$ cat config.mk
export PLATFORM = sky130hd
export DESIGN_NAME = hud_number_overlay_flat
export DESIGN_NICKNAME = d
export VERILOG_FILES = /design/src/rtl/hud_pkg.sv /design/src/rtl/hud_number_overlay_if.sv /design/src/rtl/bin2bcd_seq.sv /design/src/rtl/hud_number_overlay.sv /design/src/flat_wrapper.sv
export SDC_FILE = /design/constraint.sdc
export NUM_CORES = 1
export LEC_CHECK = 0
export BUFFER_PORTS_ARGS = -buffer_cell sky130_fd_sc_hd__buf_2
export CAP_MARGIN = 5
export CORE_UTILIZATION = 25
export DETAILED_ROUTE_END_ITERATION = 12
export GPL_TIMING_DRIVEN = 0
export PLACE_DENSITY = 0.44
export SETUP_SLACK_MARGIN = 0.02
export SYNTH_ARGS = -nofsm -noshare
export SYNTH_HDL_FRONTEND = slang
export SYNTH_SLANG_ARGS = --single-unit
$ cat constraint.sdc
create_clock -name Clk -period 1.7 [get_ports Clk]
set_input_delay 0.085 -clock Clk [delete_from_list [all_inputs] [get_ports Clk]]
set_output_delay 0.085 -clock Clk [all_outputs]
set_load 0.005 [all_outputs]
$ cat src/rtl/hud_pkg.sv
// Shared types and constants for the HUD number overlay: conversion FSM states,
// default transparent colour, glyph count of the number ROM and a 10^n-1 helper.
package hud_pkg;

  typedef enum logic [1:0] {
    IDLE   = 2'd0,
    SHIFT  = 2'd1,
    COMMIT = 2'd2
  } hud_conv_state_t;

  localparam logic [23:0] KEY_COLOR_DEFAULT = 24'hee35ff;
  localparam int          GLYPHS_PER_ROM    = 10;

  // Largest value that fits in n decimal digits (valid for n <= 9).
  function automatic int unsigned max_decimal(input int unsigned n);
    int unsigned p;
    p = 32'd1;
    for (int unsigned i = 0; i < n; i++) begin
      p = p * 32'd10;
    end
    return p - 32'd1;
  endfunction

endpackage

$ cat src/rtl/hud_number_overlay_if.sv
// Bundle of the game-state, raster and glyph-ROM signals of one HUD number field.
// master = surrounding video logic, slave = hud_number_overlay.
interface hud_number_overlay_if #(
  parameter int VALUE_W = 10,
  parameter int ADDR_W  = 12
);
  logic               frame_start;
  logic [VALUE_W-1:0] value;
  logic [9:0]         DrawX;
  logic [9:0]         DrawY;
  logic [ADDR_W-1:0]  glyph_addr;
  logic [23:0]        glyph_data;
  logic               overlay_on;
  logic [23:0]        overlay_rgb;
  logic               busy;
  logic               digits_valid;

  modport master (
    output frame_start, value, DrawX, DrawY, glyph_data,
    input  glyph_addr, overlay_on, overlay_rgb, busy, digits_valid
  );

  modport slave (
    input  frame_start, value, DrawX, DrawY, glyph_data,
    output glyph_addr, overlay_on, overlay_rgb, busy, digits_valid
  );
endinterface

$ cat src/rtl/bin2bcd_seq.sv
// Sequential double-dabble converter: one conversion per frame_start, saturating
// at 10^NUM_DIGITS-1, VALUE_W shift cycles followed by one commit cycle.
module bin2bcd_seq
  import hud_pkg::*;
#(
  parameter int NUM_DIGITS = 3,
  parameter int VALUE_W    = 10
) (
  input  logic                       clk,
  input  logic                       rst_n,
  input  logic                       frame_start,
  input  logic [VALUE_W-1:0]         value,
  output logic                       busy,
  output logic                       digits_valid,
  output logic                       commit,
  output logic [NUM_DIGITS-1:0][3:0] bcd
);

  localparam int unsigned       MAX_VAL  = max_decimal(NUM_DIGITS);
  localparam int                CNT_W    = $clog2(VALUE_W + 1);
  localparam logic [CNT_W-1:0]  CNT_INIT = CNT_W'(VALUE_W);
  localparam logic [CNT_W-1:0]  CNT_ONE  = CNT_W'(1);

  hud_conv_state_t            state_q, state_d;
  logic [VALUE_W-1:0]         op_q, op_d;
  logic [NUM_DIGITS-1:0][3:0] bcd_q, bcd_d, bcd_adj;
  logic [CNT_W-1:0]           cnt_q, cnt_d;
  logic                       busy_q, busy_d;
  logic                       dv_q, dv_d;
  logic                       sat;

  assign sat          = (32'(value) > MAX_VAL);
  assign busy         = busy_q;
  assign digits_valid = dv_q;
  assign commit       = (state_q == COMMIT);
  assign bcd          = bcd_q;

  always_comb begin
    state_d = state_q;
    op_d    = op_q;
    bcd_d   = bcd_q;
    cnt_d   = cnt_q;
    busy_d  = busy_q;
    dv_d    = 1'b0;
    for (int i = 0; i < NUM_DIGITS; i++) begin
      bcd_adj[i] = (bcd_q[i] >= 4'd5) ? (bcd_q[i] + 4'd3) : bcd_q[i];
    end
    case (state_q)
      IDLE: begin
        if (frame_start) begin
          state_d = SHIFT;
          op_d    = sat ? VALUE_W'(MAX_VAL) : value;
          bcd_d   = '0;
          cnt_d   = CNT_INIT;
          busy_d  = 1'b1;
        end else begin
          state_d = IDLE;
        end
      end
      SHIFT: begin
        {bcd_d, op_d} = {bcd_adj, op_q} << 1;
        cnt_d         = cnt_q - CNT_ONE;
        if (cnt_q == CNT_ONE) begin
          state_d = COMMIT;
        end else begin
          state_d = SHIFT;
        end
      end
      COMMIT: begin
        dv_d    = 1'b1;
        busy_d  = 1'b0;
        state_d = IDLE;
      end
      default: begin
        state_d = IDLE;
        busy_d  = 1'b0;
      end
    endcase
  end

  always_ff @(posedge clk) begin
    if (!rst_n) begin
      state_q <= IDLE;
      op_q    <= '0;
      bcd_q   <= '0;
      cnt_q   <= '0;
      busy_q  <= 1'b0;
      dv_q    <= 1'b0;
    end else begin
      state_q <= state_d;
      op_q    <= op_d;
      bcd_q   <= bcd_d;
      cnt_q   <= cnt_d;
      busy_q  <= busy_d;
      dv_q    <= dv_d;
    end
  end

endmodule

$ cat src/rtl/hud_number_overlay.sv
// N-digit decimal HUD overlay: digit register plus a 3-stage pixel pipeline into
// the shared number glyph ROM. Optional macro: HUD_LEADING_ZERO_BLANK_EN.
module hud_number_overlay
  import hud_pkg::*;
#(
  parameter int          NUM_DIGITS = 3,
  parameter int          VALUE_W    = 10,
  parameter int          GLYPH_SIZE = 16,
  parameter int          ORIGIN_X   = 16,
  parameter int          ORIGIN_Y   = 16,
  parameter logic [23:0] KEY_COLOR  = KEY_COLOR_DEFAULT
) (
  input logic           Clk,
  input logic           Reset_n,
  hud_number_overlay_if.slave bus
);

  localparam int          LOG2G  = $clog2(GLYPH_SIZE);
  localparam int          ADDR_W = $clog2(GLYPHS_PER_ROM * GLYPH_SIZE * GLYPH_SIZE);
  localparam logic [10:0] X_LO   = 11'(ORIGIN_X);
  localparam logic [10:0] X_HI   = 11'(ORIGIN_X + NUM_DIGITS * GLYPH_SIZE);
  localparam logic [10:0] Y_LO   = 11'(ORIGIN_Y);
  localparam logic [10:0] Y_HI   = 11'(ORIGIN_Y + GLYPH_SIZE);

  logic                       commit_s;
  logic [NUM_DIGITS-1:0][3:0] bcd_s;
  logic [NUM_DIGITS-1:0][3:0] digit_q, digit_d;  // index = screen slot

  bin2bcd_seq #(
    .NUM_DIGITS (NUM_DIGITS),
    .VALUE_W    (VALUE_W)
  ) u_conv (
    .clk          (Clk),
    .rst_n        (Reset_n),
    .frame_start  (bus.frame_start),
    .value        (bus.value),
    .busy         (bus.busy),
    .digits_valid (bus.digits_valid),
    .commit       (commit_s),
    .bcd          (bcd_s)
  );

  // Slot 0 is leftmost, so it takes the most significant BCD nibble.
  always_comb begin
    digit_d = digit_q;
    if (commit_s) begin
      for (int i = 0; i < NUM_DIGITS; i++) begin
        digit_d[i] = bcd_s[NUM_DIGITS-1-i];
      end
    end else begin
      digit_d = digit_q;
    end
  end

  always_ff @(posedge Clk) begin
    if (!Reset_n) digit_q <= '0;
    else          digit_q <= digit_d;
  end

`ifdef HUD_LEADING_ZERO_BLANK_EN
  localparam logic [NUM_DIGITS-1:0] BLANK_RST = NUM_DIGITS'((1 << (NUM_DIGITS - 1)) - 1);
  logic [NUM_DIGITS-1:0] blank_q, blank_d;

  function automatic logic [NUM_DIGITS-1:0] lead_mask(input logic [NUM_DIGITS-1:0][3:0] d);
    logic [NUM_DIGITS-1:0] m;
    logic                  lead;
    m    = '0;
    lead = 1'b1;
    for (int i = 0; i < NUM_DIGITS - 1; i++) begin
      if (lead && (d[i] == 4'd0)) m[i] = 1'b1;
      else                        lead = 1'b0;
    end
    return m;
  endfunction

  always_comb begin
    blank_d = blank_q;
    if (commit_s) blank_d = lead_mask(digit_d);
    else          blank_d = blank_q;
  end

  always_ff @(posedge Clk) begin
    if (!Reset_n) blank_q <= BLANK_RST;
    else          blank_q <= blank_d;
  end
`else
  logic [NUM_DIGITS-1:0] blank_q;
  assign blank_q = '0;
`endif

  logic [10:0]       x_s, y_s, dx_s, slot_s;
  logic [LOG2G-1:0]  lx_s, ly_s;
  logic [3:0]        sel_digit_s;
  logic              sel_blank_s, in_box_s;
  logic              hit_q, hit_d, hit_d2_q, hit_d2_d;
  logic [ADDR_W-1:0] addr_q, addr_d;
  logic              on_q, on_d;
  logic [23:0]       rgb_q, rgb_d;

  // Comparisons at 11 bits so the right edge of the box cannot wrap.
  always_comb begin
    x_s         = {1'b0, bus.DrawX};
    y_s         = {1'b0, bus.DrawY};
    in_box_s    = (x_s >= X_LO) && (x_s < X_HI) && (y_s >= Y_LO) && (y_s < Y_HI);
    dx_s        = x_s - X_LO;
    slot_s      = dx_s >> LOG2G;
    lx_s        = bus.DrawX[LOG2G-1:0];
    ly_s        = bus.DrawY[LOG2G-1:0];
    sel_digit_s = 4'd0;
    sel_blank_s = 1'b0;
    for (int i = 0; i < NUM_DIGITS; i++) begin
      sel_digit_s = (slot_s == 11'(i)) ? digit_q[i] : sel_digit_s;
      sel_blank_s = (slot_s == 11'(i)) ? blank_q[i] : sel_blank_s;
    end
    hit_d    = in_box_s & ~sel_blank_s;
    addr_d   = hit_d ? ADDR_W'({sel_digit_s, ly_s, lx_s}) : '0;
    hit_d2_d = hit_q;
    on_d     = hit_d2_q && (bus.glyph_data != KEY_COLOR);
    rgb_d    = on_d ? bus.glyph_data : 24'h000000;
  end

  always_ff @(posedge Clk) begin
    if (!Reset_n) begin
      hit_q    <= 1'b0;
      addr_q   <= '0;
      hit_d2_q <= 1'b0;
      on_q     <= 1'b0;
      rgb_q    <= 24'h000000;
    end else begin
      hit_q    <= hit_d;
      addr_q   <= addr_d;
      hit_d2_q <= hit_d2_d;
      on_q     <= on_d;
      rgb_q    <= rgb_d;
    end
  end

  assign bus.glyph_addr  = addr_q;
  assign bus.overlay_on  = on_q;
  assign bus.overlay_rgb = rgb_q;

endmodule
$ cat src/flat_wrapper.sv
// flat-port wrapper written by rule: the top's interface ports become plain ports
module hud_number_overlay_flat import hud_pkg::*;
#(
  parameter int          NUM_DIGITS = 3,
  parameter int          VALUE_W    = 10,
  parameter int          GLYPH_SIZE = 16,
  parameter int          ORIGIN_X   = 16,
  parameter int          ORIGIN_Y   = 16,
  parameter logic [23:0] KEY_COLOR  = KEY_COLOR_DEFAULT
)
  (Clk, Reset_n, bus_frame_start, bus_value, bus_DrawX, bus_DrawY, bus_glyph_data, bus_glyph_addr, bus_overlay_on, bus_overlay_rgb, bus_busy, bus_digits_valid);
  hud_number_overlay_if #(.VALUE_W(VALUE_W)) bus_i ();
  input logic Clk;
  input logic Reset_n;
  input wire logic [$bits(bus_i.frame_start)-1:0] bus_frame_start;
  input wire logic [$bits(bus_i.value)-1:0] bus_value;
  input wire logic [$bits(bus_i.DrawX)-1:0] bus_DrawX;
  input wire logic [$bits(bus_i.DrawY)-1:0] bus_DrawY;
  input wire logic [$bits(bus_i.glyph_data)-1:0] bus_glyph_data;
  output wire logic [$bits(bus_i.glyph_addr)-1:0] bus_glyph_addr;
  output wire logic [$bits(bus_i.overlay_on)-1:0] bus_overlay_on;
  output wire logic [$bits(bus_i.overlay_rgb)-1:0] bus_overlay_rgb;
  output wire logic [$bits(bus_i.busy)-1:0] bus_busy;
  output wire logic [$bits(bus_i.digits_valid)-1:0] bus_digits_valid;
  assign bus_i.frame_start = bus_frame_start;
  assign bus_i.value = bus_value;
  assign bus_i.DrawX = bus_DrawX;
  assign bus_i.DrawY = bus_DrawY;
  assign bus_i.glyph_data = bus_glyph_data;
  assign bus_glyph_addr = bus_i.glyph_addr;
  assign bus_overlay_on = bus_i.overlay_on;
  assign bus_overlay_rgb = bus_i.overlay_rgb;
  assign bus_busy = bus_i.busy;
  assign bus_digits_valid = bus_i.digits_valid;
  hud_number_overlay #(.NUM_DIGITS(NUM_DIGITS), .VALUE_W(VALUE_W), .GLYPH_SIZE(GLYPH_SIZE), .ORIGIN_X(ORIGIN_X), .ORIGIN_Y(ORIGIN_Y), .KEY_COLOR(KEY_COLOR)) u_core (.Clk(Clk), .Reset_n(Reset_n), .bus(bus_i));
endmodule
[Yosys cells after proc, flatten, opt, wreduce, memory -nomap -nowiden]
Index checks and enable logic that the tools add are counted.
Storage, ports and cells
  word-level logic and storage cells: 67
  output and inout port bits: 39
  register bits: 81
Cells by class
  add/subtract/negate cells: 5
  bitwise gates (word level): 1
  reductions and logical operators: 11
  muxes and demuxes: 19
  magnitude comparators: 8
  eq/ne operators: 7
Operator list (count)
  2-to-1 mux 4 bit: 6
  inequality test 24 bit (second input constant): 1
  case mux 12 bit (2 select lines): 1
  >= comparator 10 x 5 -> 1 bit (second input constant): 2
  2-to-1 mux 10 bit: 2
  case mux 10 bit (2 select lines): 1
  >= comparator 4 x 3 -> 1 bit (second input constant): 3
  2-to-1 mux 12 bit: 1
  zero test 11 bit: 1
  subtractor 10 x 5 -> 11 bit (second input constant): 1
  > comparator 10 bit (second input constant): 1
  less-than comparator 10 x 6 -> 1 bit (second input constant): 1
  less-than comparator 10 x 7 -> 1 bit (second input constant): 1
  adder 4 x 2 -> 4 bit (second input constant): 2
  case mux 4 bit (2 select lines): 1
  AND reduction 2 bit: 4
  == test 7 x 1 -> 1 bit (second input constant): 1
  == test 7 x 2 -> 1 bit (second input constant): 1
  == test 4 x 1 -> 1 bit (second input constant): 1
  logical AND 1 bit: 4
  case mux 2 bit (2 select lines): 1
  subtractor 4 x 1 -> 4 bit (second input constant): 1
  adder 3 x 2 -> 3 bit (second input constant): 1
  2-to-1 mux 1 bit: 3
  9 further kinds: 9

[Depth between registers and ports, before layout]
  depth in word-level cells: 5
  mapped depth: 6
  mapped depth without buffers: 6

[Cells and area by module]
A second synthesis with hierarchy kept.
Unflattened totals
  cell total of the unflattened synthesis: 331
  area total of the unflattened synthesis: 3280.6 sq um
By module, submodules not included
  hud_number_overlay: cells an instance 162, times used 1, area an instance 1744.2 sq um, seq. area each 1021.0 sq um
  bin2bcd_seq: cells an instance 169, times used 1, area an instance 1536.5 sq um, seq. area each 600.6 sq um

[Worst setup path before layout]
OpenSTA, ideal clock, no wires.
  path kind: input to register
  start point: input bus_glyph_data[15]
  end point: register u_core.rgb_q[10] (netlist: u_core.bus.overlay_rgb[10])
  required time: 1.585 ns
  setup slack: 0.231 ns
  arrival time: 1.354 ns
  stages: 5
  library setup time: 0.115 ns
  cells stage by stage: or4b_4 nor4_4 a31oi_4 buf_6 and2_1
Between the ends
  word-level cells in the longest chain between the ends: 3
RTL lines
  start: declaration: RTL line flat_wrapper.sv:19  | input wire logic [$bits(bus_i.glyph_data)-1:0] bus_glyph_data;
  inequality test 24 bit: RTL line hud_number_overlay.sv:118  | on_d = hit_d2_q && (bus.glyph_data != KEY_COLOR);
  logical AND 1 bit: RTL line hud_number_overlay.sv:118
  AND reduction 2 bit (no line)
  end signal: assignment: RTL line hud_number_overlay.sv:134  | rgb_q <= rgb_d;
  end: declaration: RTL line hud_number_overlay.sv:98  | logic [23:0] rgb_q, rgb_d;
Every way passes these cells.
A chain may end at the register's enable or synchronous reset.

[Worst setup path after layout]
  start point: register u_core.u_conv.state_q[1]
  end point: register u_core.u_conv.bcd_q (netlist bit u_core.u_conv.bcd[3])
Between the ends
  word-level cells in the longest chain between the ends: 3
  elaborated cells between the ends (all ways): 6
  classes of those cells: eq/ne (2); mux (1); reduce/logical (3)
RTL lines
  start: declaration: RTL line bin2bcd_seq.sv:24  | hud_conv_state_t state_q, state_d;
  start signal: assignment: RTL line bin2bcd_seq.sv:90  | state_q <= state_d;
  == test 2 x 1 -> 1 bit or zero test 2 bit (tied branches): RTL line bin2bcd_seq.sv:48  | case (state_q)
  nonzero test 2 bit (no line) or inequality test 2 bit (tied branches)
  AND reduction 2 bit (no line)
  end signal: assignment: RTL line bin2bcd_seq.sv:85  | bcd_q <= '0;
  end signal: assignment: RTL line bin2bcd_seq.sv:92  | bcd_q <= bcd_d;
  end: declaration: RTL line bin2bcd_seq.sv:26  | logic [NUM_DIGITS-1:0][3:0] bcd_q, bcd_d, bcd_adj;
Several ways; a longest one is shown, not always the timed one.

==> results.txt <==
- Via count: 2708
- Fraction of final layout cells sized beyond drive strength 1: 27.8%
- Layout net count: 515
- The first global-routing pass estimated 12.6 mm of wire.
* Pin count of the biggest net entering global routing: 14
- Clock tree from TritonCTS: built
- Start of the worst register-to-register path: u_core.u_conv.state_q[1]
* Reg-to-reg endpoint: u_core.u_conv.bcd[3]
- For the worst flop-to-flop path, the logic depth is 5.
* Status: finished with violations
* Mean routed wirelength per cell: 13.2 um
* Clock insertion delay at the later pin of the skew report: 0.33 ns
- Power Dens Cells: 942 nW/um2
- Crit path from: u_core.u_conv.state_q[1]
* Final-report max-slew violation count: 0
- The final reports fail on DRC.
- IR analysis of the VDD net gives a maximum drop of 0.392 mV.
- Worst reg2reg setup slack: 0.15 ns
* Path category of the worst min-delay check: in -> reg
- Final hold analysis gives a worst-case slack of 0.00784 ns.
- The clock passes through at most 2 buffers.
- Number of buffers inserted during clock tree synthesis: 9
- Port Buf Inserts: 93
* Synthesized area divided by synthesized cell count: 9.54 um2
* Remaining design rule violation count: 16
- The critical path goes through clkbuf_2 > o21bai_2 > nand2_1 > o31ai_1 > a32o_1.
- By area the synthesized netlist is led by sky130_fd_sc_hd__dfxtp_1 53%, sky130_fd_sc_hd__and2_1 5.6%, sky130_fd_sc_hd__nand2_1 4.9%.
- After synthesis the netlist holds a flip-flop and latch count of 81.
* Distinct cell type count after synthesis: 46
- Number of antenna violations at the first check in global routing: 0
- Required time of the critical path: 1.92 ns
- At the end of routability-driven placement, the weighted congestion stood at 0.746.
* Depth of the worst hold-timing path: 2
- Std-Cell Core Area: 11600 um2
- Wire length reported by the detailed router: 7.89 mm
- The die is 112 um tall.
* Die Area: 12600 um2
- On the final layout, the worst clock skew is 0.00654 ns.
- Summing all multi-input logic gate instances after layout gives 1330 um2.
* Slowest cell on the critical path: sky130_fd_sc_hd__dfxtp_1
- For this block, the initial DRC count from the detailed router was 110.
- Count of yosys warnings during synthesis: 0
- Setup Crit Path Kind: reg -> reg
- Destination of the critical timing path: u_core.u_conv.bcd[3]
- The final number of hold-violating endpoints was 0.
* Headroom to the max-slew limit: 66.2%
- For this run, the number of standard cells in the final layout without fillers is 597.
- Post-detailed-route count of antenna-violating nets: 0
- Setup violations, final: 0
- After global routing the overflow that remains totals 0.
* Peak per-stage delay on the critical path: 0.30 ns
* Power, Total: 0.00401 W
- Count leader, synth: sky130_fd_sc_hd__dfxtp_1
- Timing-limited maximum frequency: 646 MHz
- GRT Overall Usage: 12.8%
* Clock net sink count: 81
* Main synth FF type: sky130_fd_sc_hd__dfxtp_1
- Max_cap viols: 0
* Area growth syn-to-layout: 39.9%
- Clock transition at the registers of the reported paths: 0.06 ns
- After synthesis, the share of flip-flops with an asynchronous set or reset is 0%.
* Largest fanout on the critical path: 10
* Data arrival time of the critical path: 1.76 ns
- In the finished design, the share of the clock period the worst path needs comes to 91.1%.
* CP Launch Type: flop
- Static power due to leakage: 1.86 nW
* Critical path endpoint category: flop
* Io pins: 96
- Ant. Diodes: 0
- Share of the synthesized area in the top cell type: 53.3%
* X dimension of the die: 112 um
- Minimum clock period: 1.55 ns
- Post-synth EDFFs: 0
- The number of global-route vias before repair was 2595.
* Sequential cell area: 1620 um2
- Cell count after placement: 555
- The number of setup buffers added after CTS is 0.
* Total half-perimeter wirelength after legalization and detailed placement: 5.77 mm
- Synthesis handed over a netlist of 319 instances.
* Synth Net Count: 384
- The biggest area contributor in the post-synthesis netlist is sky130_fd_sc_hd__dfxtp_1.
- Once the floorplan was initialized, standard cells occupied 26.2% of the core.
* Max H-tree Level: 3
- Most numerous cell types in the synthesized netlist: 81 x sky130_fd_sc_hd__dfxtp_1, 40 x sky130_fd_sc_hd__nand2_1, 27 x sky130_fd_sc_hd__and2_1
- Vias per inst: 4.54
* Number of core rows: 39
- Drt pass-1 iters: 8
- Unrepaired setup endpoints after global routing: false
- For the pin with the worst max-slew slack, the measured transition is 0.502 ns.
- Register area share after synthesis: 53.3%
- Clock tree synthesis selected as its root buffer the cell sky130_fd_sc_hd__clkbuf_16.
- Post-synthesis cell area: 3040 um2
- After filler insertion, the fill cell instance count of the layout stands at 1215.
[layout by cell type (no fill, tap or decap), types with 2 or more instances in the layout]
| cell | Yosys | final |
|---|---|---|
| sky130_fd_sc_hd__nor2b_1 | 4 | 4 |
| sky130_fd_sc_hd__clkinv_2 | 0 | 4 |
| sky130_fd_sc_hd__nor4_2 | 1 | 2 |
| sky130_fd_sc_hd__o21ai_1 | 11 | 11 |
| sky130_fd_sc_hd__dlygate4sd3_1 | 0 | 28 |
| sky130_fd_sc_hd__nand2b_1 | 4 | 3 |
| sky130_fd_sc_hd__a21oi_1 | 26 | 26 |
| sky130_fd_sc_hd__o31ai_1 | 3 | 3 |
| sky130_fd_sc_hd__clkbuf_1 | 12 | 7 |
| sky130_fd_sc_hd__nand4_1 | 3 | 3 |
| sky130_fd_sc_hd__nor3b_1 | 5 | 5 |
| sky130_fd_sc_hd__dfxtp_1 | 81 | 81 |
| sky130_fd_sc_hd__clkbuf_2 | 0 | 4 |
| sky130_fd_sc_hd__xnor2_1 | 3 | 3 |
| sky130_fd_sc_hd__o22ai_1 | 5 | 5 |
| sky130_fd_sc_hd__nand3_1 | 2 | 2 |
| sky130_fd_sc_hd__a22o_1 | 3 | 3 |
| sky130_fd_sc_hd__inv_2 | 3 | 3 |
| sky130_fd_sc_hd__a31oi_1 | 4 | 4 |
| sky130_fd_sc_hd__nand2_1 | 40 | 39 |
| sky130_fd_sc_hd__a311oi_1 | 5 | 5 |
| sky130_fd_sc_hd__mux2i_1 | 3 | 3 |
| sky130_fd_sc_hd__ha_1 | 8 | 8 |
| sky130_fd_sc_hd__o221ai_1 | 2 | 2 |
| sky130_fd_sc_hd__a32o_1 | 3 | 3 |
| sky130_fd_sc_hd__nor2_1 | 16 | 15 |
| sky130_fd_sc_hd__clkbuf_16 | 0 | 9 |
| sky130_fd_sc_hd__buf_2 | 1 | 93 |
| sky130_fd_sc_hd__a22oi_1 | 2 | 2 |
| sky130_fd_sc_hd__and3_1 | 7 | 7 |
| sky130_fd_sc_hd__inv_1 | 12 | 12 |
| sky130_fd_sc_hd__nor3_1 | 3 | 3 |
| sky130_fd_sc_hd__o21ai_0 | 4 | 4 |
| sky130_fd_sc_hd__and2_1 | 27 | 27 |
[sequential cells by signal, indices dropped and copies added, names as in the netlist, 2 cells and up]
register                cells
u_core.u_conv.cnt_q         4
u_core.u_conv.state_q       2
u_core.bus.glyph_addr      12
u_core.bus.overlay_rgb     24
u_core.u_conv.op_q         10
u_core.u_conv.bcd          12
u_core.digit_q             12
[cell type report]
| cell class | count | area share (%) |
|---|---|---|
| timing repair buffer | 121 | 17.5 |
| inverter | 15 | 1.32 |
| buffer | 13 | 1.53 |
| tap | 143 | 4.21 |
| multi-input combinational | 209 | 31.1 |
| clock buffer | 9 | 5.29 |
| sequential | 81 | 38.1 |
| clock inverter | 6 | 0.853 |
[per-layer routing]
metal | track usage [%] | wire length (um)
met1 | 16.7 | 3800
met2 | 20.3 | 3530
met3 | 2.48 | 468
met4 | 6.31 | 96
met5 | 0 | 0
[worst min path at each step]
| stage | from | end |
|---|---|---|
| final | bus_glyph_data[20] | u_core.bus.overlay_rgb[20] |
| after floorplan | bus_DrawX[0] | u_core.bus.glyph_addr[0] |
| after CTS | bus_glyph_data[19] | u_core.bus.overlay_rgb[19] |
| after global routing | bus_glyph_data[19] | u_core.bus.overlay_rgb[19] |
| after global placement | bus_DrawY[1] | u_core.bus.glyph_addr[5] |
| after detailed placement | bus_DrawY[1] | u_core.bus.glyph_addr[5] |
[per-stage QoR]
| stage | TNS, ns | instance area, um2 | utilization [%] | setup WS (ns) |
|---|---|---|---|---|
| final | 0 | 4250 | 36.6 | 0.151 |
| after CTS | 0 | 4250 | 36.6 | 0.0488 |
| after detailed placement | -5.39 | 3690 | 31.7 | -0.351 |
| after global routing | 0 | 4250 | 36.6 | 0.0471 |
| after global placement | -5.86 | 3690 | 31.7 | -0.309 |
| after floorplan | 0 | 3040 | - | 0.231 |
[what timing repair did]
item                                    CTS  global route
hold endpoints to repair                 28             0
endpoints found under the setup margin   24            12
cloned                                    0             0
gates resized for setup                   6             7
hold buffers                             28             0
[critical path: cells and delay by family, from the launching register on]
family,cells,cell delay [ns]
buffers and inverters,1,0.18
AND/OR/NAND/NOR,1,0.30
flip-flops,1,0.30
AO/OA/AOI/OAI,3,0.64
[logic make-up (layout without fill, tap and decap cells)]
| logic type | Yosys count | in the layout | share of synthesized area (%) |
|---|---|---|---|
| adder cells (fa/ha/maj) | 8 | 8 | 3.29 |
| buffers and inverters | 29 | 164 | 3.87 |
| AND/OR/NAND/NOR | 119 | 119 | 21.2 |
| XOR/XNOR | 3 | 3 | 0.864 |
| flip-flops | 81 | 81 | 53.3 |
| AO/OA/AOI/OAI | 76 | 76 | 16.5 |
| multiplexers | 3 | 3 | 0.987 |
[report_power, final]
group	internal, W	switching, W
clock network	0.000971	0.000733
logic	0.000165	0.000176
registers	0.00194	0.0000242
total	0.00307	0.000933
Power figures use the tool's default switching activity.
